<file path="src/rtl/gray_counter.sv">
// gray_counter: registered up/down binary counter with a matching registered
// Gray-code output, for CDC FIFO pointers and position emulation.
//
// Ports:
//   clk       system clock, all state updates on the rising edge
//   rst       synchronous active-high reset (highest priority)
//   en        count enable, one step per cycle while high
//   up        direction when en=1: 1 = increment, 0 = decrement
//   load      synchronous load strobe (overrides en/up)
//   load_bin  binary value to load
//   bin       registered binary count
//   G         registered Gray code of bin
//   wrap      registered one-cycle pulse on modulo roll-over
module gray_counter #(
  parameter int unsigned WIDTH = 4
) (
  input  logic             clk,
  input  logic             rst,
  input  logic             en,
  input  logic             up,
  input  logic             load,
  input  logic [WIDTH-1:0] load_bin,
  output logic [WIDTH-1:0] bin,
  output logic [WIDTH-1:0] G,
  output logic             wrap
);

  localparam logic [WIDTH-1:0] ALL_ONES = '1;
  localparam logic [WIDTH-1:0] ZERO     = '0;

  logic [WIDTH-1:0] bin_r;
  logic [WIDTH-1:0] gray_r;
  logic             wrap_r;

  logic [WIDTH-1:0] w_next_bin;
  logic [WIDTH-1:0] w_next_gray;
  logic             w_next_wrap;

  // Next-state selection: load > en > hold (reset handled in the register).
  always_comb begin
    w_next_bin  = bin_r;
    w_next_wrap = 1'b0;
    if (load) begin
      w_next_bin = load_bin;
    end else if (en) begin
      if (up) begin
        w_next_bin  = bin_r + WIDTH'(1);
        w_next_wrap = (bin_r == ALL_ONES);
      end else begin
        w_next_bin  = bin_r - WIDTH'(1);
        w_next_wrap = (bin_r == ZERO);
      end
    end
  end

  // Gray is derived from the next binary value so it lands in the same edge.
  assign w_next_gray = w_next_bin ^ (w_next_bin >> 1);

  // State registers with synchronous reset.
  always_ff @(posedge clk) begin
    if (rst) begin
      bin_r  <= '0;
      gray_r <= '0;
      wrap_r <= 1'b0;
    end else begin
      bin_r  <= w_next_bin;
      gray_r <= w_next_gray;
      wrap_r <= w_next_wrap;
    end
  end

  assign bin  = bin_r;
  assign G    = gray_r;
  assign wrap = wrap_r;

endmodule

</file>
<file path="config.mk">
export PLATFORM = sky130hd
export DESIGN_NAME = gray_counter
export DESIGN_NICKNAME = d
export VERILOG_FILES = /design/src/rtl/gray_counter.sv
export SDC_FILE = /design/constraint.sdc
export NUM_CORES = 1
export LEC_CHECK = 0
export ABC_AREA = 1
export CORE_MARGIN = 5
export CORE_UTILIZATION = 37
export DETAILED_ROUTE_END_ITERATION = 10
export HOLD_SLACK_MARGIN = 0.08
export PLACE_DENSITY = 0.77
export SYNTH_ARGS = -nofsm -noshare
export SYNTH_HDL_FRONTEND = slang
export SYNTH_SLANG_ARGS = --single-unit
</file>
<file path="constraint.sdc">
create_clock -name clk -period 1.6 [get_ports clk]
set_clock_uncertainty 0.15 [all_clocks]
set_input_delay 0.16 -clock clk [delete_from_list [all_inputs] [get_ports clk]]
set_output_delay 0.16 -clock clk [all_outputs]
set_load 0.01 [all_outputs]
</file>
==> impl_metrics.py, run 1 <==
metrics = {
    "status": {
        "run_status": "finished with violations",
        "violations": "setup timing",
    },
    "final_layout": {
        "final_util_pct": 60.2,
        "final_common_cell": "clkdlybuf4s50_1",
        "num_antenna_cells": 0,
        "final_cell_mix": "clkdlybuf4s50_1, nand2_1, buf_4",
        "area_delta_synth_final_pct": 57.6,
        "finalNonFillerCells": 108,
        "n_fill_cell": 120,
        "drive_above_1_share_pct": 34.4,
        "stdcell_area_um2": 763,
        "num-nets-final": 107,
    },
    "sta": {
        "finalHoldViolCount": 0,
        "rsz0062_at_grt": "yes",
        "setup_viol": 2,
        "period_needed_ns": 1.65,
        "slew_violations": 0,
        "relSlewSlack_pct": 83.4,
        "tightest_slew_ns": 0.249,
        "worst_slack_ns": -0.0450,
        "fin_crit_sh_pct": 103,
        "fmax_mhz": 608,
        "finalSetupTns_ns": -0.0891,
    },
    "critical_path": {
        "path_class": "flip-flop to flip-flop",
        "worstSetupStartpointType": "flip-flop",
        "regToRegStartpoint": "bin[0]$_SDFF_PP0_",
        "startpoint": "bin[0]$_SDFF_PP0_",
        "critPathRequiredTime_ns": 1.59,
        "crit_fanout": 4,
        "arrival_ns": 1.63,
        "crit_path_end_kind": "flip-flop",
    },
    "floorplan": {
        "design.die.area_um2": 2130,
        "chipWidth_um": 46.2,
        "start_util_pct": 38.2,
        "die_y_um": 46.2,
        "core_um2": 1270,
        "ios": 18,
        "row_count": 13,
    },
    "synth": {
        "synth_area_um2": 484,
        "yosys_warnings": 0,
        "avgSynthCellArea_um2": 7.45,
        "ys_seq_area_share_pct": 33.1,
        "syn-instance-count": 65,
        "syn_nets": 77,
        "synth-seq-cells": 8,
        "synth_cell_types": 22,
    },
    "cts": {
        "clkLatencyLatePin_ns": 0.25,
        "h-tree-depth": 1,
        "cts_buffers": 3,
        "hold_buffers": 0,
        "cts_max_path_buffers": 2,
        "numClockSinks": 8,
        "cts_root_buf": "clkbuf_4",
        "cts_tree": "done",
        "clk_pin_slew_ns": 0.06,
    },
    "drt": {
        "drt_iter0_drc": 1,
        "via_per_inst": 4.79,
        "wl_um": 1190,
        "vias": 517,
        "drc": 0,
        "drt-pass1-iter-count": 4,
        "routedWlPerCell_um": 11.0,
        "ant_nets": 0,
    },
    "placement": {
        "hpwl_um": 936,
        "dp.cells": 104,
        "placed_cell_area_um2": 723,
        "io_buffers": 17,
        "gp_congestion": 0.842,
    },
    "grt": {
        "track_usage_pct": 12.5,
        "grt_pass1_wl_um": 1970,
        "antenna_found_initial": 0,
        "grt_overflow": 0,
        "grt_start_max_net_pins": 7,
        "grt_pass1_vias": 503,
    },
    "pwr": {
        "finalPower_w": 0.000601,
        "p_per_area_nw_per_um2": 788,
        "leakage_nw": 0.352,
        "irDropWorstVdd_mv": 0.427,
    },
    "hold_path": {
        "worstHoldStart": "load_bin[3]",
        "hold_path_class": "primary input to flip-flop",
    },
    "job": {
        "maxCapViolations": 0,
    },
}
## critical path, cell delays in order (launching register included)
cell,delay [ns]
dfxtp_2,0.33
fa_2,0.52
nand2_1,0.06
o211ai_1,0.13
o21ai_2,0.13
o21ai_1,0.16
a21oi_1,0.06
## kinds of logic (layout without fill, tap and decap cells)
logic type	after synthesis	in the layout	synth area share (%)
flip-flops	8	8	33.1
XOR/XNOR	1	1	1.81
buffers and inverters	10	38	10.1
AND/OR/NAND/NOR	31	31	29.7
adder cells (fa/ha/maj)	3	3	9.30
AO/OA/AOI/OAI	12	12	16.0
## per-stage QoR
step,setup WS [ns],hold slack (ns)
floorplan,0.0228,0.0761
global placement,-0.415,0.402
detailed placement,-0.482,0.411
CTS,-0.00210,0.369
global route,-0.122,0.436
finish,-0.0450,0.372
## layer usage
layer  GRT usage [%]  vias to the layer above  share of wire [%]
met1            13.7                      236                 40
met4            6.25                        0                1.4
li1                -                      265                  -
met2            23.1                       13                 55
met3            1.56                        3                4.0
met5               0                        -                  0
## power by group
part | leakage (nW) | internal (W) | switching (W)
Combinational | 0.271 | 0.000115 | 0.000101
Sequential | 0.0673 | 0.000220 | 0.0000101
Clock | 0.0138 | 0.0000859 | 0.0000691
Total | 0.352 | 0.000421 | 0.000180
## sequential cells by signal (all words and copies together), names as in the netlist
| name | count |
|---|---|
| bin | 4 |
| G | 3 |
| wrap | 1 |
## cell usage after synthesis (all sizes together)
cell type  instances  area (um2)
nand3              4        25.0
xnor2              1        8.76
fa                 1        20.0
or2                1        6.26
o21ai              5        36.3
inv                8        30.0
buf                2        18.8
ha                 2        25.0
o211ai             1        7.51
o22a               1        8.76
nand2             14        57.6
a21oi              5        25.0
dfxtp              8         160
nand4              1        6.26
nor2              11        48.8
## cell type report
cell class / instances / area (um2) / share of cell area (%)
Tap cell: 15 / 18.8 / 2.46
Multi-Input combinational cell: 47 / 284 / 37.2
Timing Repair Buffer: 27 / 244 / 32.0
Clock buffer: 3 / 22.5 / 2.95
Inverter: 8 / 30.0 / 3.93
Sequential cell: 8 / 164 / 21.5
## repair_timing
item,in CTS,in global routing
pin swaps,3,0
setup endpoints to repair,5,3
gates resized for setup,5,3
setup buffers,1,0
## final timing paths
check,endpoint,slack [ns],depth (start not counted)
max,G[1]$_SDFF_PP0_,-0.05,6
min,bin[3]$_SDFF_PP0_,0.37,3
max reg2reg,G[1]$_SDFF_PP0_,-0.05,6
min reg2reg,wrap$_SDFF_PP0_,0.48,3
Power figures use the tool's default switching activity.
==> run 2: changes to the inputs <==
CORE_AREA = 2 2 39 41   (was unset)
CORE_MARGIN = unset   (was 5)
CORE_UTILIZATION = unset   (was 37)
DIE_AREA = 0 0 41 43   (was unset)
PLACE_DENSITY = 0.74   (was 0.77)
clock period = 1.8 ns   (was 1.6 ns; I/O delays follow)
==> impl_metrics.py, run 2 (same netlist as run 1, synthesis figures left out) <==
metrics = {
    "placement": {
        "io_buffers": 17,
        "placed_cell_area_um2": 678,
        "gp_congestion": 0.754,
        "hpwl_um": 843,
    },
    "cts": {
        "ctsResizeCount": 3,
        "clk_pin_slew_ns": 0.06,
        "cts_tree": "done",
        "numClockSinks": 8,
        "hold_buffers": 0,
        "clkLatencyLatePin_ns": 0.26,
        "cts_setup_buffers": 0,
        "h-tree-depth": 1,
        "cts_max_path_buffers": 2,
        "cts_buffers": 3,
        "cts_root_buf": "clkbuf_4",
    },
    "grt": {
        "grt_start_max_net_pins": 8,
        "grt_overflow": 0,
        "grt_pass1_vias": 449,
        "grt_pass1_wl_um": 1720,
        "track_usage_pct": 14.5,
        "antenna_found_initial": 0,
    },
    "drt": {
        "drt_iter0_drc": 13,
        "routedWlPerCell_um": 10.1,
        "drt-pass1-iter-count": 2,
        "via_per_inst": 4.71,
        "ant_nets": 0,
        "drc": 0,
        "vias": 480,
        "wl_um": 1030,
    },
    "floorplan": {
        "row_count": 14,
        "chipWidth_um": 41,
        "core_um2": 1380,
        "ios": 18,
        "start_util_pct": 35.0,
        "die_y_um": 43,
        "design.die.area_um2": 1760,
    },
    "sta": {
        "rsz0062_at_grt": "no",
        "tightest_slew_ns": 0.320,
        "period_needed_ns": 1.63,
        "finalSetupTns_ns": 0,
        "fin_crit_sh_pct": 90.5,
        "fmax_mhz": 614,
        "finalHoldViolCount": 0,
        "relSlewSlack_pct": 78.6,
        "setup_viol": 0,
        "slew_violations": 0,
    },
    "critical_path": {
        "path_class": "flip-flop to primary output",
        "arrival_ns": 1.30,
        "critPathRequiredTime_ns": 1.47,
        "crit_path_end_kind": "primary output",
        "crit_fanout": 5,
        "worstSetupStartpointType": "flip-flop",
    },
    "hold_path": {
        "hold_path_class": "primary input to flip-flop",
    },
    "pwr": {
        "leakage_nw": 0.317,
        "p_per_area_nw_per_um2": 733,
        "irDropWorstVdd_mv": 0.340,
        "finalPower_w": 0.000513,
    },
    "final_layout": {
        "final_cell_mix": "clkdlybuf4s50_1, nand2_1, dfxtp_1, nor2_1, a21oi_1",
        "num_antenna_cells": 0,
        "largest_reg_flops": 4,
        "area_delta_synth_final_pct": 44.4,
        "final_common_cell": "clkdlybuf4s50_1",
        "stdcell_area_um2": 699,
        "num-nets-final": 100,
        "drive_above_1_share_pct": 22.1,
    },
    "job": {
        "maxCapViolations": 0,
    },
    "status": {
        "run_status": "finished clean",
    },
}
## run 2: final cells by class
type	count	area [um2]
repair buffers	20	191
clock buffers	3	22.5
inverters	8	30.0
flip-flops and latches	8	160
multi-input cells	47	275
fillers	146	684
well taps	16	20.0
## run 2: worst max-delay path, stage by stage, from the launching register on
cell             delay (ns)
dfxtp_1                0.36
buf_4                  0.15
clkdlybuf4s50_1        0.54
## run 2: layer usage
metal	share of wire [%]	vias up	track usage [%]
li1	-	253	-
met1	45	211	16.3
met2	49	12	22.8
met3	3.7	4	1.57
met4	2.8	0	12.0
met5	0	-	0
## run 2: metrics by stage
stage | setup slack, ns | util [%] | hold slack [ns] | instances
after floorplan | 0.191 | - | 0.0991 | 65
after global placement | -0.269 | 49.0 | 0.385 | 99
after detailed placement | -0.283 | 49.0 | 0.395 | 99
after CTS | 0.164 | 50.5 | 0.284 | 102
after global routing | 0.0251 | 50.5 | 0.313 | 102
final | 0.172 | 50.5 | 0.285 | 102
## run 2: path summary, 6_finish.rpt
check	startpoint	to	slack (ns)	cells after the start
setup reg to reg	bin[2]$_SDFF_PP0_	G[2]$_SDFF_PP0_	0.18	10
hold reg to reg	bin[2]$_SDFF_PP0_	wrap$_SDFF_PP0_	0.39	2
hold / removal	up	wrap$_SDFF_PP0_	0.29	4
setup / recovery	bin[0]$_SDFF_PP0_	bin[0]	0.17	2
## run 2: power breakdown
group | leakage (nW) | internal [W] | switching, W
Clock | 0.0138 | 0.0000764 | 0.0000623
Combinational | 0.237 | 0.0000885 | 0.0000808
Sequential | 0.0665 | 0.000194 | 0.0000110
==> run 3: changes to the inputs <==
ABC_AREA = unset   (was 1)
==> impl_metrics.py, run 3 <==
metrics = {
    "status": {
        "run_status": "finished clean",
    },
    "placement": {
        "dp_slack_ns": -0.539,
        "hpwl_um": 854,
        "io_buffers": 17,
        "placed_cell_area_um2": 733,
        "gp_congestion": 0.685,
    },
    "sta": {
        "setup_viol": 0,
        "worst_slack_ns": 0.0188,
        "fmax_mhz": 561,
        "fin_crit_sh_pct": 99.0,
        "relSlewSlack_pct": 82.1,
        "rsz0062_at_grt": "yes",
        "period_needed_ns": 1.78,
        "slew_violations": 0,
        "tightest_slew_ns": 0.265,
        "finalSetupTns_ns": 0,
        "finalHoldViolCount": 0,
        "hold_ws_ns": 0.463,
    },
    "final_layout": {
        "largest_reg_flops": 4,
        "final_cell_mix": "clkdlybuf4s50_1, buf_4, dfxtp_1, nor2_1",
        "n_fill_cell": 135,
        "final_common_cell": "clkdlybuf4s50_1",
        "area_delta_synth_final_pct": 59.1,
        "num-nets-final": 92,
        "num_antenna_cells": 0,
        "drive_above_1_share_pct": 25.6,
        "stdcell_area_um2": 778,
    },
    "synth": {
        "synthXorXnorAreaFrac_pct": 5.37,
        "synth_area_leaders": "dfxtp_1, mux2i_1, ha_1",
        "synth_compound_area_share_pct": 15.3,
        "synth.top_cell.area_share_pct": 32.7,
        "synthAdderAreaFrac_pct": 9.21,
        "yosysTopAreaCell": "dfxtp_1",
        "syn-instance-count": 53,
        "ys_seq_area_share_pct": 32.7,
        "synth-seq-cells": 8,
        "synth_ff_type": "dfxtp_1",
        "synth_top_family_by_area": "simple AND/OR/NAND/NOR gates",
        "yosys_warnings": 0,
        "synth_area_um2": 489,
        "synth_cell_types": 31,
        "netlist_top_cells_count": "dfxtp_1, nor2_1, a21oi_1, inv_1, mux2i_1",
        "yosys.area_share.simple_pct": 22.5,
        "yosysMostFrequentCell": "dfxtp_1",
        "synth_edf_count": 0,
        "async_flop_share_pct": 0,
        "muxShareOfSynthArea_pct": 8.44,
        "syn_nets": 65,
        "avgSynthCellArea_um2": 9.23,
    },
    "drt": {
        "routedWlPerCell_um": 12.0,
        "via_per_inst": 5.20,
        "vias": 489,
        "drt_iter0_drc": 9,
        "ant_nets": 0,
        "drt-pass1-iter-count": 4,
        "wl_um": 1130,
        "drc": 0,
    },
    "grt": {
        "grt_start_max_net_pins": 11,
        "grt_pass1_wl_um": 1640,
        "antenna_found_initial": 0,
        "grt_pass1_vias": 400,
        "grt_overflow": 0,
        "track_usage_pct": 14.1,
    },
    "critical_path": {
        "crit_path_top_delay_cell": "fa_2",
        "crit_path_end_kind": "flip-flop",
        "critPathRequiredTime_ns": 1.83,
        "crit_fanout": 4,
        "worstPathCellList": "fa_2 > mux2_4 > mux2i_4 > or3_1 > a21oi_1",
        "path_class": "flip-flop to flip-flop",
        "cp_slowest_stage_delay_ns": 0.56,
        "worstSetupStartpointType": "flip-flop",
        "arrival_ns": 1.81,
    },
    "pwr": {
        "irDropWorstVdd_mv": 0.386,
        "leakage_nw": 0.335,
        "p_per_area_nw_per_um2": 705,
        "finalPower_w": 0.000549,
    },
    "job": {
        "maxCapViolations": 0,
    },
    "cts": {
        "cts_buffers": 3,
        "cts_max_path_buffers": 2,
        "h-tree-depth": 1,
        "clk_pin_slew_ns": 0.05,
        "cts_tree": "done",
        "clkLatencyLatePin_ns": 0.25,
        "cts_root_buf": "clkbuf_4",
        "numClockSinks": 8,
    },
    "floorplan": {
        "chipWidth_um": 41,
        "core_um2": 1380,
        "die_y_um": 43,
        "row_count": 14,
        "design.die.area_um2": 1760,
        "start_util_pct": 35.4,
        "ios": 18,
    },
    "hold_path": {
        "hold_path_class": "primary input to flip-flop",
    },
}
## run 3: per-stage QoR
stage               std cells  util, %
finish                     94     56.2
global route               94     56.2
CTS                        95     55.2
detailed placement         92     53.0
global placement           92     53.0
floorplan                  53        -
## run 3: final timing paths
path	start	to	slack, ns	cells past startpoint
worst max-delay path	bin[0]$_SDFF_PP0_	G[1]$_SDFF_PP0_	0.02	5
worst min register to register	bin[1]$_SDFF_PP0_	wrap$_SDFF_PP0_	0.53	3
worst min-delay path	load_bin[0]	bin[0]$_SDFF_PP0_	0.46	3
worst max register to register	bin[0]$_SDFF_PP0_	G[1]$_SDFF_PP0_	0.02	5
## run 3: cells by family after synthesis
kind of cell | Yosys count
AND/OR/NAND/NOR | 18
AO/OA/AOI/OAI | 11
flip-flops | 8
buffers and inverters | 6
multiplexers | 4
XOR/XNOR | 3
adder cells (fa/ha/maj) | 3
## run 3: repair_timing
| action | 4_1_cts | 5_1_grt |
|---|---|---|
| hold buffers | 0 | 0 |
| setup buffers | 0 | 0 |
| endpoints found under the setup margin | 6 | 3 |
| gates resized for setup | 3 | 6 |
| pin swaps | 0 | 5 |
## run 3: power breakdown
group	switching (W)	internal, W	total, W	leakage [nW]
sequential	0.00000996	0.000196	0.000206	0.0672
combinational	0.0000868	0.000120	0.000207	0.255
clock	0.0000596	0.0000762	0.000136	0.0138
## run 3: layout make-up
type                            instances  area [um2]  area share (%)
Multi-Input combinational cell         39         329            42.3
Timing Repair Buffer                   25         230            29.6
Sequential cell                         8         165            21.2
Clock buffer                            3        22.5            2.89
Tap cell                               16        20.0            2.57
Inverter                                3        11.3            1.45
## run 3: per-layer routing
| layer | share of wire, % | routed length (um) | global-route usage, % | vias up |
|---|---|---|---|---|
| li1 | - | - | - | 247 |
| met1 | 44 | 497 | 17.5 | 223 |
| met2 | 50 | 560 | 21.3 | 17 |
| met3 | 5.5 | 62 | 7.85 | 2 |
| met4 | 0.88 | 10 | 2.00 | 0 |
| met5 | 0 | 0 | 0 | - |
## run 3: critical path, delay by kind of cell, from the launching register on
family / cells / cell delay, ns
mux: 2 / 0.23
fa+ha+maj: 1 / 0.56
flops: 1 / 0.33
simple gates: 1 / 0.30
compound gates: 1 / 0.14
